### src/rtl/fp_decode_serial.sv
// Serial float decoder: turns (sign, exponent, significand) into a 12-bit
// two's-complement value by shifting the significand left one bit per cycle,
// then negating if the sign is set. Valid/ready on both sides.
module fp_decode_serial (
  input  logic        clk,
  input  logic        rst,
  input  logic        in_valid,
  output logic        in_ready,
  input  logic        sign,
  input  logic [2:0]  exponent,
  input  logic [3:0]  significand,
  output logic        out_valid,
  input  logic        out_ready,
  output logic [11:0] D,
  output logic        busy
);

  typedef enum logic [1:0] {StIdle, StShift, StFin, StDone} state_e;

  state_e      state_q, state_d;
  logic        sign_q, sign_d;
  logic [11:0] mag_q, mag_d;
  logic [2:0]  cnt_q, cnt_d;
  logic [11:0] d_q, d_d;
  logic        out_valid_q, out_valid_d;

  // State and datapath registers with synchronous reset.
  always_ff @(posedge clk) begin
    if (rst) begin
      state_q     <= StIdle;
      sign_q      <= 1'b0;
      mag_q       <= 12'h000;
      cnt_q       <= 3'd0;
      d_q         <= 12'h000;
      out_valid_q <= 1'b0;
    end else begin
      state_q     <= state_d;
      sign_q      <= sign_d;
      mag_q       <= mag_d;
      cnt_q       <= cnt_d;
      d_q         <= d_d;
      out_valid_q <= out_valid_d;
    end
  end

  // Next-state and datapath updates; everything holds unless a state acts on it.
  always_comb begin
    state_d     = state_q;
    sign_d      = sign_q;
    mag_d       = mag_q;
    cnt_d       = cnt_q;
    d_d         = d_q;
    out_valid_d = out_valid_q;
    case (state_q)
      StIdle: begin
        if (in_valid) begin
          sign_d  = sign;
          mag_d   = {8'b0, significand};
          cnt_d   = exponent;
          state_d = StShift;
        end
      end
      StShift: begin
        // One bit per cycle; the zero-count cycle costs one extra edge.
        if (cnt_q == 3'd0) begin
          state_d = StFin;
        end else begin
          mag_d = {mag_q[10:0], 1'b0};
          cnt_d = cnt_q - 3'd1;
        end
      end
      StFin: begin
        d_d         = sign_q ? (~mag_q + 12'd1) : mag_q;
        out_valid_d = 1'b1;
        state_d     = StDone;
      end
      StDone: begin
        if (out_ready) begin
          out_valid_d = 1'b0;
          state_d     = StIdle;
        end
      end
      default: state_d = StIdle;
    endcase
  end

  assign in_ready  = (state_q == StIdle);
  assign busy      = (state_q != StIdle);
  assign out_valid = out_valid_q;
  assign D         = d_q;

endmodule

### config.mk
export PLATFORM = sky130hd
export DESIGN_NAME = fp_decode_serial
export DESIGN_NICKNAME = d
export VERILOG_FILES = /design/src/rtl/fp_decode_serial.sv
export SDC_FILE = /design/constraint.sdc
export NUM_CORES = 1
export LEC_CHECK = 0
export ABC_AREA = 1
export BUFFER_PORTS_ARGS = -buffer_cell sky130_fd_sc_hd__buf_2
export CAP_MARGIN = 20
export CORE_MARGIN = 3
export CORE_UTILIZATION = 24
export CTS_BUF_LIST = sky130_fd_sc_hd__clkbuf_8
export CTS_CLUSTER_SIZE = 8
export DETAILED_ROUTE_END_ITERATION = 10
export PLACE_DENSITY_LB_ADDON = 0.25
export SETUP_SLACK_MARGIN = 0.4
export SLEW_MARGIN = 0
export SYNTH_ARGS = -nofsm -noshare
export SYNTH_HDL_FRONTEND = slang
export SYNTH_SLANG_ARGS = --single-unit
### constraint.sdc
create_clock -name clk -period 1.9 [get_ports clk]
set_input_delay 0.38 -clock clk [delete_from_list [all_inputs] [get_ports clk]]
set_output_delay 0.38 -clock clk [all_outputs]
set_load 0.02 [all_outputs]
==> reports/qor.txt, run 1 <==
status -> finished, final reports clean
initial antenna violation count -> 0
final worst path period share -> 81.4%
fill count -> 687
post-synthesis sequential area ratio -> 37.6%
CP cell instances -> inv_2, ha_4, ha_4, or2_4, o21ai_4, buf_12, buf_6, nand4_1, a21oi_2
dominant cell type by area after synthesis -> dfxtp_1
crit path kind -> register to register
clock network power share -> 16.0%
P_int -> 2.07 mW
Reg-to-Reg Start -> cnt_q[0]
Crit path largest cell delay -> 0.33 ns
initial DRC count -> 71
crit path launch -> cnt_q[0]
slowest stage cell, crit path -> dfxtp_2
share of cells above drive strength 1 -> 35.4%
met3 routed WL -> 212 um
RSZ-0062 raised after global routing -> yes
most frequent cells in the layout -> nand2_1, dfxtp_1, buf_2
top cells by area, synth -> dfxtp_1, nand2_1, a21oi_1, ha_1, inv_1
first-pass GRT wire length -> 7000 um
Top Metal Used -> met4
Yosys warning count -> 0
hold path startpoint -> out_ready
Nets -> 290
iteration count of the initial detailed-routing pass -> 4
PD cells -> 1630 mW/mm^2
antenna-violating nets left -> 0
Critical Path Sink Type -> register
Routed wire per std cell -> 12.8 um
vias in the first global route -> 1448
clk_skew -> 0.00724 ns
Worst-Skew Late Latency -> 0.29 ns
Starting Density -> 25.4%
MaxCap Viol Count -> 0
CTS H-tree lvls -> 2
drt drc -> 0
clock slew at reported path FFs -> 0.07 ns
gp weighted congestion -> 0.739
Port Buffer Count -> 26
Area Growth Syn to Fin -> 35.9%
CTS Buf Count -> 5
Achievable Freq -> 0.647 GHz
Post-synth EDFFs -> 0
Reg power frac -> 26.0%
CP arrival -> 1.77 ns
DIE AREA -> 0.00791 mm^2
Lkg Pwr -> 1.02 nW
final setup TNS -> 0 ns
synthesized flop and latch total -> 31
number of library cell types mapped by synthesis -> 25
Max Slew Vio Count -> 0
global route overflow -> 0
fin crit period -> 1.55 ns
antenna fix cells -> 0
synthesized area -> 0.00165 mm^2
Fin. Hold Viols -> 0
Slew headroom -> 58.9%
Tot GR Track Use -> 11.7%
Final WS setup -> 0.354 ns
Worst Path Required -> 2.12 ns
Comb pwr share -> 58.0%
CP max FO -> 4
largest net degree at the start of global routing -> 18
I/O pin total -> 27
via count -> 1602
Synthesized Nets -> 244
Clock Tree Buf Depth -> 2
commonest non-fill, non-tap cell in the layout -> nand2_1
syn avg cell area -> 7.37 um^2
Mapped Cells -> 224
clock sink total -> 31
root buffer cell -> clkbuf_8
worst-margin pin slew -> 0.615 ns
Crit path top cell by count -> ha_4
Synth top area share -> 37.6%
DRT Wirelength -> 4450 um
Peak VDD IR -> 0.642 mV
startpoint type of the worst setup path -> register
fraction of registers with async set/reset -> 0%
Main synth FF type -> dfxtp_1
Chip Height -> 89.0 um
NetSw -> 1.59 mW
met1 WL -> 2250 um
worst slack at placement -> 0.184 ns
core region area -> 0.00649 mm^2
WL met2 -> 1920 um
FP Rows -> 29
CTS Hold Buffers Added -> 0
switching portion of total power -> 43.4%
final setup fails -> 0
Die W -> 89.0 um
DP HPWL -> 2830 um
Vias/cell -> 4.60
cell family contributing the most delay on the critical path -> simple AND/OR/NAND/NOR gates
Buffers & Inverters on Critical Path -> 3
hold crit path type -> primary input to register
CTS tree -> yes
[cell usage after synthesis, types with 6 or more instances]
| cell type | number |
|---|---|
| nand2_1 | 46 |
| dfxtp_1 | 31 |
| inv_1 | 26 |
| a21oi_1 | 22 |
| o21ai_0 | 17 |
| nor2_1 | 15 |
| nand3_1 | 11 |
| nand4_1 | 10 |
| ha_1 | 8 |
| clkbuf_1 | 7 |
| o21ai_2 | 6 |
[area by class of cell]
| cell class | instances | area [um^2] | area share, % |
|---|---|---|---|
| Clock inverter | 1 | 3.75 | 0.167 |
| Sequential cell | 31 | 628 | 28.0 |
| Clock buffer | 7 | 96.3 | 4.29 |
| Tap cell | 77 | 96.3 | 4.29 |
| Timing Repair Buffer | 46 | 310 | 13.8 |
| Multi-Input combinational cell | 158 | 992 | 44.2 |
| Inverter | 28 | 118 | 5.24 |
[per-layer routing]
| layer | vias up | global-route usage [%] |
|---|---|---|
| li1 | 835 | - |
| met1 | 726 | 15.6 |
| met2 | 34 | 17.3 |
| met3 | 7 | 3.04 |
| met4 | 0 | 5.82 |
| met5 | - | 0 |
[tightest hold or removal path, stage by stage]
cell and delay (ns):
buf_2 0.08, inv_1 0.04, nand2_1 0.05, a21oi_1 0.05
[final timing paths]
path	endpoint	slack (ns)	cells after the start
hold / removal	out_valid	0.36	4
hold reg to reg	cnt_q[1]	0.47	2
setup reg to reg	mag_q[0]	0.35	9
setup / recovery	mag_q[0]	0.35	9
[per-stage QoR]
step / power (mW) / cells / util [%] / hold slack (ns) / area, um^2
5_1_grt: 3.90 / 348 / 34.6 / 0.372 / 2240
4_1_cts: 3.45 / 340 / 32.8 / 0.351 / 2130
6_report: 3.66 / 348 / 34.6 / 0.360 / 2240
3_3_place_gp: 2.39 / 319 / 28.9 / 0.455 / 1880
3_5_place_dp: 2.41 / 319 / 28.9 / 0.456 / 1880
2_1_floorplan: 2.11 / 224 / - / 0.434 / 1690
[sequential cells by signal, indices dropped and copies added (netlist names)]
name and cells:
D 12, mag_q 12, cnt_q 3, state_q 2, out_valid 1, sign_q 1
[power by group through the flow]
stage	Combinational (mW)	Sequential, mW	Clock [mW]
after floorplan	1.05	1.07	0
after global placement	1.44	0.948	0
after detailed placement	1.46	0.951	0
after CTS	1.90	0.944	0.606
after global routing	2.30	0.970	0.630
final	2.12	0.952	0.586
[cell families after synthesis]
logic type      count (synthesis)  share of synthesized area, %
simple gates                   88                          23.9
compound gates                 53                          19.5
buf+inv                        40                          10.8
flops                          31                          37.6
fa+ha+maj                       8                          6.06
xor+xnor                        4                          2.12
[what timing repair did]
action,in CTS,in global routing
pin swaps,5,8
buffers inserted,9,7
setup endpoints to repair,17,20
gates resized for setup,11,16
gates cloned,4,1
Note: power is estimated with default switching activity, not from simulation.
==> inputs of run 2 (changes only) <==
==> constraint.sdc (replaced) <==
create_clock -name clk -period 1.3 [get_ports clk]
set_input_delay 0.26 -clock clk [delete_from_list [all_inputs] [get_ports clk]]
set_output_delay 0.26 -clock clk [all_outputs]
set_load 0.02 [all_outputs]
==> run 2 against run 1 <==
Compared with the run above: the flow now finishes with violations (setup timing); clock-buffer cell count shrank 2; sequential cell count is the same; core utilization grew 7.8 points; setup slack lost 0.58 ns; critical path depth is the same; power grew 72%; critical path type unchanged; critical endpoint is now mag_q[6].
==> reports/qor.txt, run 2 (synthesis gave the netlist of run 1 again) <==
most frequent cells in the layout -> nand2_1, buf_6, buf_4
clock sink total -> 31
initial DRC count -> 74
Nets -> 316
final worst path period share -> 117%
worst-margin pin slew -> 0.360 ns
worst reg2reg path depth -> 9
FP Rows -> 29
Reg-to-Reg Start -> cnt_q[0]
RSZ-0062 raised after global routing -> yes
startpoint type of the worst setup path -> register
area of the multi-input gates -> 0.00113 mm^2
failing checks -> setup timing
crit path kind -> register to register
final setup fails -> 22
fin cells -> 372
hold crit path type -> primary input to register
core region area -> 0.00649 mm^2
Area Growth Syn to Fin -> 66.7%
Crit path largest cell delay -> 0.33 ns
Tot Pwr -> 6.30 mW
DRT Wirelength -> 4620 um
clk_skew -> 0.00407 ns
MaxCap Viol Count -> 0
antenna-violating nets left -> 0
commonest non-fill, non-tap cell in the layout -> nand2_1
placed cell area -> 0.00208 mm^2
clock slew at reported path FFs -> 0.06 ns
Die W -> 89.0 um
drt drc -> 0
Worst-Skew Late Latency -> 0.28 ns
first-pass GRT wire length -> 7560 um
Lkg Pwr -> 1.21 nW
register area -> 647 um^2
CTS H-tree lvls -> 2
status -> finished with violations
Chip Height -> 89.0 um
root buffer cell -> clkbuf_8
slowest stage cell, crit path -> dfxtp_2
CP max FO -> 5
placed cell count -> 343
Crit path top cell by count -> ha_4
Critical Path Sink Type -> register
Achievable Freq -> 0.655 GHz
crit path launch -> cnt_q[0]
Starting Density -> 25.4%
worst reg2reg setup slack -> -0.23 ns
antenna fix cells -> 0
Crit Reg-Reg Endpoint -> mag_q[6]
Final Cell Area -> 0.00275 mm^2
via count -> 1664
CTS Buf Count -> 5
fin crit period -> 1.53 ns
Fin. Hold Viols -> 0
DIE AREA -> 0.00791 mm^2
gp weighted congestion -> 0.791
Max Slew Vio Count -> 0
Worst Path Required -> 1.52 ns
initial antenna violation count -> 0
Clock Tree Buf Depth -> 2
Routed wire per std cell -> 12.4 um
crit path to -> mag_q[6]
CP cell instances -> inv_2, ha_4, ha_4, or2_4, o21ai_4, buf_12, buf_8, nand4_1, a21oi_2
PD cells -> 2290 mW/mm^2
largest net degree at the start of global routing -> 17
Tot GR Track Use -> 12.4%
vias in the first global route -> 1554
fill count -> 653
DP HPWL -> 2980 um
CTS tree -> yes
Port Buffer Count -> 26
share of cells above drive strength 1 -> 53.6%
iteration count of the initial detailed-routing pass -> 4
Final WS setup -> -0.227 ns
I/O pin total -> 27
worst slack at placement -> -0.266 ns
CP arrival -> 1.74 ns
Peak VDD IR -> 1.06 mV
Vias/cell -> 4.47
Slew headroom -> 75.8%
final setup TNS -> -3.48 ns
global route overflow -> 0
CTS Hold Buffers Added -> 0
## run 2: cell types whose count changed in the layout (fill, tap and decap cells not counted), sizes merged
| cell | change |
|---|---|
| o21ai | -1 |
| or2 | -1 |
| clkbuf | -2 |
| nand2 | -1 |
| buf | +29 |
## run 2: per-stage QoR
stage	hold WS [ns]	util (%)
global placement	0.451	32.0
floorplan	0.423	-
finish	0.246	42.4
CTS	0.213	39.7
detailed placement	0.458	32.0
global route	0.274	42.4
## run 2: power breakdown
part | internal (mW) | switching [mW]
registers | 1.27 | 0.198
clock network | 0.348 | 0.345
logic | 2.10 | 2.05
total | 3.71 | 2.59
## run 2: metal layers
| metal | global-route usage, % | vias to the layer above | part of all wire, % |
|---|---|---|---|
| met4 | 3.92 | 0 | 2.0 |
| met1 | 17.0 | 743 | 49 |
| met2 | 18.8 | 36 | 45 |
| met5 | 0 | - | 0 |
| li1 | - | 876 | - |
| met3 | 3.59 | 9 | 4.4 |
## run 2: critical path, delay by kind of cell, from the launching register on
kind            cells  cell delay, ns
flops               1            0.33
simple gates        2            0.33
fa+ha+maj           2            0.29
buf+inv             3            0.31
compound gates      2            0.21
## run 2: timing repair
| action | in CTS | in global routing |
|---|---|---|
| buffers inserted | 9 | 8 |
| endpoints found under the setup margin | 46 | 46 |
| gates cloned | 6 | 0 |
| gates resized for setup | 93 | 28 |
| pin swaps | 27 | 13 |
## run 2: worst min path at each step
stage | startpoint | endpoint | cells past startpoint
2_1_floorplan | in_valid | sign_q | 2
3_3_place_gp | cnt_q[1] | cnt_q[1] | 2
3_5_place_dp | cnt_q[1] | cnt_q[1] | 2
4_1_cts | out_ready | out_valid | 4
5_1_grt | out_ready | out_valid | 4
6_report | out_ready | out_valid | 4
## run 2: layout make-up
class                           instances  share of cell area, %
Sequential cell                        31                   23.5
Tap cell                               77                   3.50
Inverter                               28                   4.27
Clock buffer                            5                   2.50
Timing Repair Buffer                   75                   25.0
Multi-Input combinational cell        155                   41.1
Clock inverter                          1                  0.136
